$ cat src/rtl/muldiv_unit.sv
// muldiv_unit: multicycle signed 32x32 multiply (Booth radix-2) and divide (restoring) coprocessor.
module muldiv_unit (
  input  logic        clk,
  input  logic        reset,
  input  logic        start,
  input  logic        op,
  input  logic [31:0] a,
  input  logic [31:0] b,
  output logic [31:0] hi,
  output logic [31:0] lo,
  output logic        busy,
  output logic        done,
  output logic        div_zero
);
  typedef enum logic [1:0] {IDLE, RUN, FIX} state_t;
  state_t      state_q, state_d;
  logic [5:0]  cnt_q, cnt_d;
  logic        op_q, op_d, an_q, an_d, bn_q, bn_d, qm1_q, qm1_d;
  logic        done_q, done_d, dz_q, dz_d;
  logic [32:0] acc_q, acc_d, m_q, m_d;
  logic [31:0] q_q, q_d, hi_q, hi_d, lo_q, lo_d;
  logic [32:0] booth, trial;
  logic [31:0] a_mag, b_mag, quot, rem;
  always_ff @(posedge clk) begin
    if (reset) begin
      state_q <= IDLE;
      cnt_q   <= '0;
      op_q    <= 1'b0;
      an_q    <= 1'b0;
      bn_q    <= 1'b0;
      qm1_q   <= 1'b0;
      done_q  <= 1'b0;
      dz_q    <= 1'b0;
      acc_q   <= '0;
      m_q     <= '0;
      q_q     <= '0;
      hi_q    <= '0;
      lo_q    <= '0;
    end else begin
      state_q <= state_d;
      cnt_q   <= cnt_d;
      op_q    <= op_d;
      an_q    <= an_d;
      bn_q    <= bn_d;
      qm1_q   <= qm1_d;
      done_q  <= done_d;
      dz_q    <= dz_d;
      acc_q   <= acc_d;
      m_q     <= m_d;
      q_q     <= q_d;
      hi_q    <= hi_d;
      lo_q    <= lo_d;
    end
  end
  // A holds the Booth accumulator for MULT and the partial remainder for DIV; Q is multiplier or dividend/quotient.
  always_comb begin
    a_mag   = a[31] ? -a : a;
    b_mag   = b[31] ? -b : b;
    booth   = (q_q[0] & ~qm1_q) ? acc_q - m_q : (~q_q[0] & qm1_q) ? acc_q + m_q : acc_q;
    trial   = {acc_q[31:0], q_q[31]} - m_q;
    quot    = (an_q ^ bn_q) ? -q_q : q_q;
    rem     = an_q ? -acc_q[31:0] : acc_q[31:0];
    state_d = state_q;
    cnt_d   = cnt_q;
    op_d    = op_q;
    an_d    = an_q;
    bn_d    = bn_q;
    qm1_d   = qm1_q;
    acc_d   = acc_q;
    m_d     = m_q;
    q_d     = q_q;
    hi_d    = hi_q;
    lo_d    = lo_q;
    done_d  = 1'b0;
    dz_d    = 1'b0;
    case (state_q)
      IDLE: if (start) begin
        op_d = op;
        an_d = a[31];
        bn_d = b[31];
        if (op && b == 32'd0) begin
          done_d = 1'b1;
          dz_d   = 1'b1;
        end else begin
          state_d = RUN;
          cnt_d   = '0;
          acc_d   = '0;
          qm1_d   = 1'b0;
          q_d     = op ? a_mag : b;
          m_d     = op ? {1'b0, b_mag} : {a[31], a};
        end
      end
      RUN: begin
        if (op_q) begin
          acc_d = trial[32] ? {acc_q[31:0], q_q[31]} : trial;
          q_d   = {q_q[30:0], ~trial[32]};
        end else begin
          acc_d = {booth[32], booth[32:1]};
          q_d   = {booth[0], q_q[31:1]};
          qm1_d = q_q[0];
        end
        cnt_d   = cnt_q + 6'd1;
        state_d = (cnt_q == 6'd31) ? FIX : RUN;
      end
      FIX: begin
        hi_d    = op_q ? rem : acc_q[31:0];
        lo_d    = op_q ? quot : q_q;
        done_d  = 1'b1;
        state_d = IDLE;
      end
      default: state_d = IDLE;
    endcase
  end
  assign hi       = hi_q;
  assign lo       = lo_q;
  assign busy     = state_q != IDLE;
  assign done     = done_q;
  assign div_zero = dz_q;
endmodule

$ cat config.mk
export PLATFORM = sky130hd
export DESIGN_NAME = muldiv_unit
export DESIGN_NICKNAME = d
export VERILOG_FILES = /design/src/rtl/muldiv_unit.sv
export SDC_FILE = /design/constraint.sdc
export NUM_CORES = 1
export LEC_CHECK = 0
export BUFFER_PORTS_ARGS = -buffer_cell sky130_fd_sc_hd__buf_2
export CORE_UTILIZATION = 60
export DETAILED_ROUTE_END_ITERATION = 8
export PLACE_DENSITY = 0.88
export SLEW_MARGIN = 20
export SYNTH_ARGS = -nofsm -noshare
export SYNTH_HDL_FRONTEND = slang
export SYNTH_SLANG_ARGS = --single-unit
$ cat constraint.sdc
create_clock -name clk -period 4.3 [get_ports clk]
set_input_delay 0 -clock clk [delete_from_list [all_inputs] [get_ports clk]]
set_output_delay 0 -clock clk [all_outputs]
set_load 0.01 [all_outputs]
After elaboration in Yosys (flattened, before gate mapping):

Index checks and enable logic that the tools add are counted.

* add/subtract/negate cells: 8
* equal/unequal tests: 6
* multiplexer cells: 33
* reduce and logical (&&, ||, !) cells: 11
* bitwise logic cells: 8

Operator list (number)
* $mux W32: 10
* $mux W33: 7
* $neg A32 Y32: 4
* $pmux W33 S2: 1
* $sub A33 B33 Y33: 2
* $pmux W32 S2: 1
* $add A33 B33 Y33: 1
* $logic_not A32 Y1: 1
* $mux W6: 2
* $pmux W6 S2: 1
* $add A6 B1 Y6 const B: 1
* $eq A6 B5 Y1 const B: 1
* $mux W2: 3
* $ne A2 B2 Y1 const B: 3
* $reduce_and A3 Y1: 2
* $mux W1: 5
* $not A1 Y1: 5
* $pmux W1 S2: 2
* $pmux W2 S2: 1
* $reduce_and A2 Y1: 2
* $reduce_and A4 Y1: 1
* $reduce_bool A2 Y1: 2
* $and A1 B1 Y1: 2
* $eq A2 B1 Y1 const B: 1
* 5 further kinds: 5

* bits of input ports: 68
* flip-flop bits (word level): 176
* word-level logic and storage cells: 79

Depth between registers and ports, before layout:

Gate-level depths: netlist of run 1.

* word-level depth: 6
* gate-level depth with buffers: 15

Worst setup path before layout of run 1:

Ideal clock, no wire load.

* kind: register to register
* from: reg acc_q[10]
* to: reg acc_q[31]
* setup slack: 890 ps
* setup time: 122 ps
* path buffers: 1
* data required time: 4178 ps
* stages on the path, launching flop included: 14
* clock period less this slack: 3410 ps
* arrival time: 3288 ps
* path through: dfxtp_1 ha_1 buf_4 and3_1 a221o_1 a21oi_2 o21ai_2 o21a_1 or4_4 a21o_1 a211oi_2 xor2_1 a211oi_1 a311o_1

* cells in the longest elaborated chain, start to end: 5

RTL lines
* start: declaration: line 20 `logic [32:0] acc_q, acc_d, m_q, m_d;`
* start signal: assignment: line 34 `acc_q <= '0;`
* start signal: assignment: line 48 `acc_q <= acc_d;`
* $add A33 B33 Y33: line 59 `booth = (q_q[0] & ~qm1_q) ? acc_q - m_q : (~q_q[0] & qm1_q) ? acc_q + m_q : acc_q;`
* $mux W33 (2 in series): line 59
* $mux W33 *: line 94 `if (op_q) begin`
* $pmux W33 S2 *: line 76 `case (state_q)`

Every way passes the cells marked *; elsewhere a longest branch is shown, timed or not.
A chain may end at the register's enable or synchronous reset.

Worst setup path in the final report of run 1:

* from: reg m_q[11]
* to: reg acc_q[30]

* cells in the longest elaborated chain, start to end: 5

RTL lines
* start: declaration: line 20
* start signal: assignment: line 49 `m_q <= m_d;`
* $add A33 B33 Y33: line 59
* $mux W33 (2 in series): line 59
* $mux W33 *: line 94
* $pmux W33 S2 *: line 76

Marked as above.

==> impl_metrics.tcl, run 1 <==
set metrics [dict create \
    leakage_nw 7.19 \
    synthArstFlopShare_pct 0 \
    routabilityCongestion 1.06 \
    fillers 2318 \
    cts_root_buffer "clkbuf_16" \
    slowest_delay_ns 0.69 \
    top_layer "met4" \
    multi_input_area_um2 11600 \
    syn-num-nets 2408 \
    timing_hold_violations_final 0 \
    tns_ns 0 \
    synth_edf_count 0 \
    final_nets 2464 \
    wl_met3_um 6950 \
    numCtsBuffers 17 \
    ys.flop_type "dfxtp_1" \
    final_cells 2643 \
    regArea_um2 3520 \
    crit_top_cell "buf_4" \
    post_drt_via_cell_ratio 6.67 \
    num_io_pins 135 \
    grt-ovfl-total 0 \
    fmax_mhz 237 \
    irDropWorstVdd_uv 204 \
    port-buffer-count 134 \
    syn_area_um2 16100 \
    track_usage_pct 40.0 \
    power_density_nw_per_um2 341 \
    final_core_util_pct 67.5 \
    final-max-slew-violation-count 0 \
    core_um2 26200 \
    rows 59 \
    vias 17600 \
    post-cts-setup-buffers 0 \
    avgSynthCellArea_um2 7.20 \
    cp.arrival_ns 4.55 \
    grt_setup_unrepaired "false" \
    cp_max_fo 10 \
    ys_types 85 \
    drt-pass1-iter-count 9 \
    min_path_type "primary input to flip-flop" \
    drc 13 \
    clk-insertion-delay-late_ns 0.46 \
    placedCellCount 2607 \
    grt_first_pass_wirelength_um 87400 \
    period_needed_ns 4.22 \
    finalSetupViolCount 0 \
    dp_hpwl_um 42400 \
    wl_met2_um 23700 \
    grt_max_degree 125 \
    routed_wl_um 56500 \
    htree_levels 4 \
    first_iter_violations 2381 \
    path_clk_slew_ns 0.08 \
    areaGrowthSynthToFinish_pct 9.90 \
    grt_pass1_vias 15800 \
    cp-end-kind "flip-flop" \
    design.die.area_um2 27500 \
    crit_required_ns 4.64 \
    antenna_found_initial 3 \
    yosysSeqAreaShare_pct 21.9 \
    whs_ns 0.0129 \
    crit_type "flip-flop to flip-flop" \
    drive_gt1_share_pct 11.4 \
    ys_ff_latch 176 \
    slew_headroom_pct 15.8 \
    status "finished, violations left" \
    slowest_stage "a2111oi_1" \
    crit_chain "inv_1, ha_1, nand4_1, a2111oi_1, buf_4, nor3_1, o21ai_0, buf_4, a21oi_1, o21ba_2, o41ai_1, buf_4, xor2_1, a221o_1, a22o_1" \
    tritoncts "done" \
    initial_core_util_pct 61.4 \
    clockBufferDepth 2 \
    fin_worst_skew_ns 0.0227 \
    die_w_um 166 \
    wl_met1_um 23200 \
    wl_per_cell_um 21.4 \
    synth_cells 2236 \
    final_cell_mix "nor2_1, a21oi_1, nand2_1, dfxtp_1, o21ai_0" \
    clock-sinks 176 \
    mostFrequentLayoutCell "nor2_1" \
    startpoint_type "flip-flop" \
    postRouteAntennaNets 0 \
    violations "DRC" \
    synth_warnings 0 \
    die_y_um 166 \
    tightest_slew_ns 1.26 \
    cap_violations 0 \
    post-route-period-util_pct 98.1 \
]
[state kept, by name, indices dropped and copies added, names as in the netlist]
name / cells
hi: 32
m_q: 33
bn_q: 1
done: 1
div_zero: 1
q_q: 32
state_q: 2
qm1_q: 1
lo: 32
op_q: 1
acc_q: 33
an_q: 1
cnt_q: 6
[where the power goes]
group	switching, mW	total (mW)	internal [mW]
clock	0.903	1.72	0.818
sequential	0.152	1.85	1.70
combinational	1.52	2.45	0.933
[what timing repair did]
| action | in CTS | in global routing |
|---|---|---|
| endpoints found under the setup margin | 0 | 1 |
| endpoints found under the hold margin | 1 | 0 |
| resized for setup | 0 | 1 |
| hold buffers | 1 | 0 |
[stage by stage]
step                      power [mW]  cell area [um2]  setup WS, ns
final                           6.03            17700        0.0811
after floorplan                 3.54            16100         0.890
after global routing            6.29            17700        0.0313
after detailed placement        4.23            17000         0.213
after CTS                       5.93            17700         0.144
after global placement          4.20            17000         0.214
[Yosys cell counts, drive strengths merged (22+ instances only)]
master  instances  area (um2)
nand2b         28         175
nor2          284        1080
a211oi        105         798
clkbuf        139         556
nand2         205         769
xnor2          89         780
inv            91         342
o211ai         36         270
a21oi         219        1100
nor3           43         215
xor2           97         850
o31ai          31         233
a21o           27         204
ha            101        1260
dfxtp         176        3520
or3            22         138
mux2i          39         390
o21ai         163         820
[worst paths after layout]
path                start   endpoint  slack (ns)  cells past startpoint
hold reg to reg    lo[26]     lo[26]        0.45                      2
setup / recovery  m_q[11]  acc_q[30]        0.08                     15
hold / removal      b[11]    q_q[11]        0.01                      5
setup reg to reg  m_q[11]  acc_q[30]        0.08                     15
[critical path: cells and delay by family (launching register included)]
family                     cells  cell delay [ns]
buffers and inverters          4             0.66
xor gates and xnor gates       1             0.06
DFF                            1             0.41
and+or+nand+nor                2             0.31
AOI/OAI and AO/OA              7             2.08
adders and majority gates      1             0.56
[routing by layer]
metal	up-vias	global-route usage [%]
met5	-	0
met4	0	18.3
met3	190	7.82
met2	1137	59.4
met1	8126	55.8
li1	8170	-
[cells by family after synthesis]
group	share of synthesized area (%)
adders and majority gates	8.29
DFF	21.9
xor gates and xnor gates	10.1
muxes	2.57
AOI/OAI and AO/OA	30.6
buffers and inverters	6.43
and+or+nand+nor	20.1
[layout make-up]
type | instances | share of cell area, %
Sequential cell | 176 | 19.9
Tap cell | 335 | 2.37
Clock inverter | 15 | 1.22
Multi-Input combinational cell | 1806 | 65.4
Antenna cell | 3 | 0.0424
Timing Repair Buffer | 198 | 6.71
Inverter | 93 | 1.97
Clock buffer | 17 | 2.41
Note: power is estimated with default switching activity, not from simulation.
==> run 2: changes to the inputs <==
--- a/config.mk
+++ b/config.mk
@@ -6,9 +6,9 @@
 export NUM_CORES = 1
 export LEC_CHECK = 0
 export BUFFER_PORTS_ARGS = -buffer_cell sky130_fd_sc_hd__buf_2
-export CORE_UTILIZATION = 60
+export CORE_UTILIZATION = 62
 export DETAILED_ROUTE_END_ITERATION = 8
-export PLACE_DENSITY = 0.88
+export PLACE_DENSITY = 0.9
 export SLEW_MARGIN = 20
 export SYNTH_ARGS = -nofsm -noshare
 export SYNTH_HDL_FRONTEND = slang
==> constraint.sdc (replaced) <==
create_clock -name clk -period 4.3 [get_ports clk]
set_input_delay 0.215 -clock clk [delete_from_list [all_inputs] [get_ports clk]]
set_output_delay 0.215 -clock clk [all_outputs]
set_load 0.01 [all_outputs]
==> run 2 against run 1 <==
The run now ends clean. Global-route usage is 3.4 points higher. Count of clock-buffer cells in the layout increased by 1. Worst setup slack improved by 0.34 ns. Sequential power barely moved. Highest routed layer is now met5.
==> impl_metrics.tcl, run 2 (synthesis results as in run 1) <==
set metrics [dict create \
    design.die.area_um2 26600 \
    rows 58 \
    cts_root_buffer "clkbuf_16" \
    whs_ns 0.140 \
    grt-ovfl-total 0 \
    final-max-slew-violation-count 0 \
    drive_gt1_share_pct 11.7 \
    cp_max_fo 11 \
    dp_hpwl_um 44100 \
    tritoncts "done" \
    initial_core_util_pct 63.5 \
    tns_ns 0 \
    drc 0 \
    cts_resized 0 \
    wl_per_cell_um 22.2 \
    slew_headroom_pct 24.2 \
    numCtsBuffers 17 \
    post-route-period-util_pct 90.1 \
    fmax_mhz 258 \
    first_iter_violations 2603 \
    cap_violations 0 \
    irDropWorstVdd_uv 265 \
    die_y_um 163 \
    final_cell_mix "nor2_1, a21oi_1, nand2_1, dfxtp_1, o21ai_0" \
    clock-sinks 176 \
    track_usage_pct 43.4 \
    drt-pass1-iter-count 7 \
    postRouteAntennaNets 0 \
    period_needed_ns 3.87 \
    path_clk_slew_ns 0.08 \
    cts_hold_buf 0 \
    routabilityCongestion 1.05 \
    grt_max_degree 120 \
    fin_worst_skew_ns 0.0296 \
    mostFrequentLayoutCell "nor2_1" \
    post_drt_via_cell_ratio 6.78 \
    post-cts-setup-buffers 0 \
    vias 17900 \
    reg_top3 "acc_q x33, m_q x33" \
    num_antenna_cells 0 \
    leakage_nw 7.23 \
    finalSetupViolCount 0 \
    finalPower_mw 6.10 \
    power_density_nw_per_um2 344 \
    crit_type "flip-flop to flip-flop" \
    routed_wl_um 58700 \
    die_w_um 163 \
    areaGrowthSynthToFinish_pct 10.1 \
    antenna_found_initial 1 \
    clockBufferDepth 2 \
    startpoint_type "flip-flop" \
    grt_first_pass_wirelength_um 89500 \
    num_io_pins 135 \
    clk-insertion-delay-late_ns 0.47 \
    min_path_type "primary input to flip-flop" \
    cp-end-kind "flip-flop" \
    grt_setup_unrepaired "false" \
    grt_pass1_vias 16200 \
    htree_levels 4 \
    tightest_slew_ns 1.13 \
    timing_hold_violations_final 0 \
    cp.arrival_ns 4.21 \
    crit_required_ns 4.63 \
    core_um2 25300 \
    final_nets 2470 \
    port-buffer-count 134 \
    status "finished, final reports clean" \
]
run 2: cell count changes in the layout (fill, tap and decap cells not counted), sizes merged:
| cell | previous run | this run |
|---|---|---|
| dlygate4sd3 | 1 | 0 |
| clkbuf | 17 | 18 |
| buf | 197 | 204 |
| bufinv | 0 | 2 |
| inv | 100 | 97 |
| diode | 3 | 0 |
run 2: critical path: stages, from the launching register on:
cell and delay (ns):
dfxtp_1 0.57, ha_1 0.27, o21ai_0 0.14, o21ai_0 0.44, a21oi_1 0.23, o21ba_2 0.31
o31ai_1 0.50, a31oi_1 0.39, o21a_1 0.28, o211ai_1 0.21, a211oi_1 0.08, a311o_1 0.34
run 2: report_power, final:
group          leakage (nW)  switching [mW]  internal, mW
clock network         0.311           0.848         0.904
logic                  5.48            1.56         0.938
registers              1.43           0.149          1.70
total                  7.23            2.56          3.54
run 2: per-layer routing:
layer	global-route usage (%)	share of wire [%]
met1	58.7	40
met2	65.0	43
met3	8.91	13
met4	21.9	5.0
met5	0	0.015
run 2: metrics by stage:
| stage | util, % | area, um2 | instances | setup WS, ns |
|---|---|---|---|---|
| global placement | 67.3 | 17100 | 2608 | 0.607 |
| finish | 70.0 | 17700 | 2641 | 0.425 |
| CTS | 69.9 | 17700 | 2640 | 0.500 |
| global route | 70.0 | 17700 | 2641 | 0.200 |
| floorplan | - | 16100 | 2236 | 0.890 |
| detailed placement | 67.3 | 17100 | 2608 | 0.566 |
run 2: area by class of cell:
type / count / area [um2]
multi-input cells: 1806 / 11600
fillers: 2127 / 7600
flip-flops and latches: 176 / 3520
repair buffers: 204 / 1230
clock buffers: 18 / 429
well taps: 330 / 413
inverters: 93 / 349
clock inverters: 14 / 213
run 2: worst paths after layout:
path,startpoint,endpoint,slack (ns),depth (start not counted)
setup / recovery,acc_q[1],acc_q[31],0.43,11
hold / removal,start,done,0.14,3
setup reg to reg,acc_q[1],acc_q[31],0.43,11
hold reg to reg,lo[30],lo[30],0.47,2
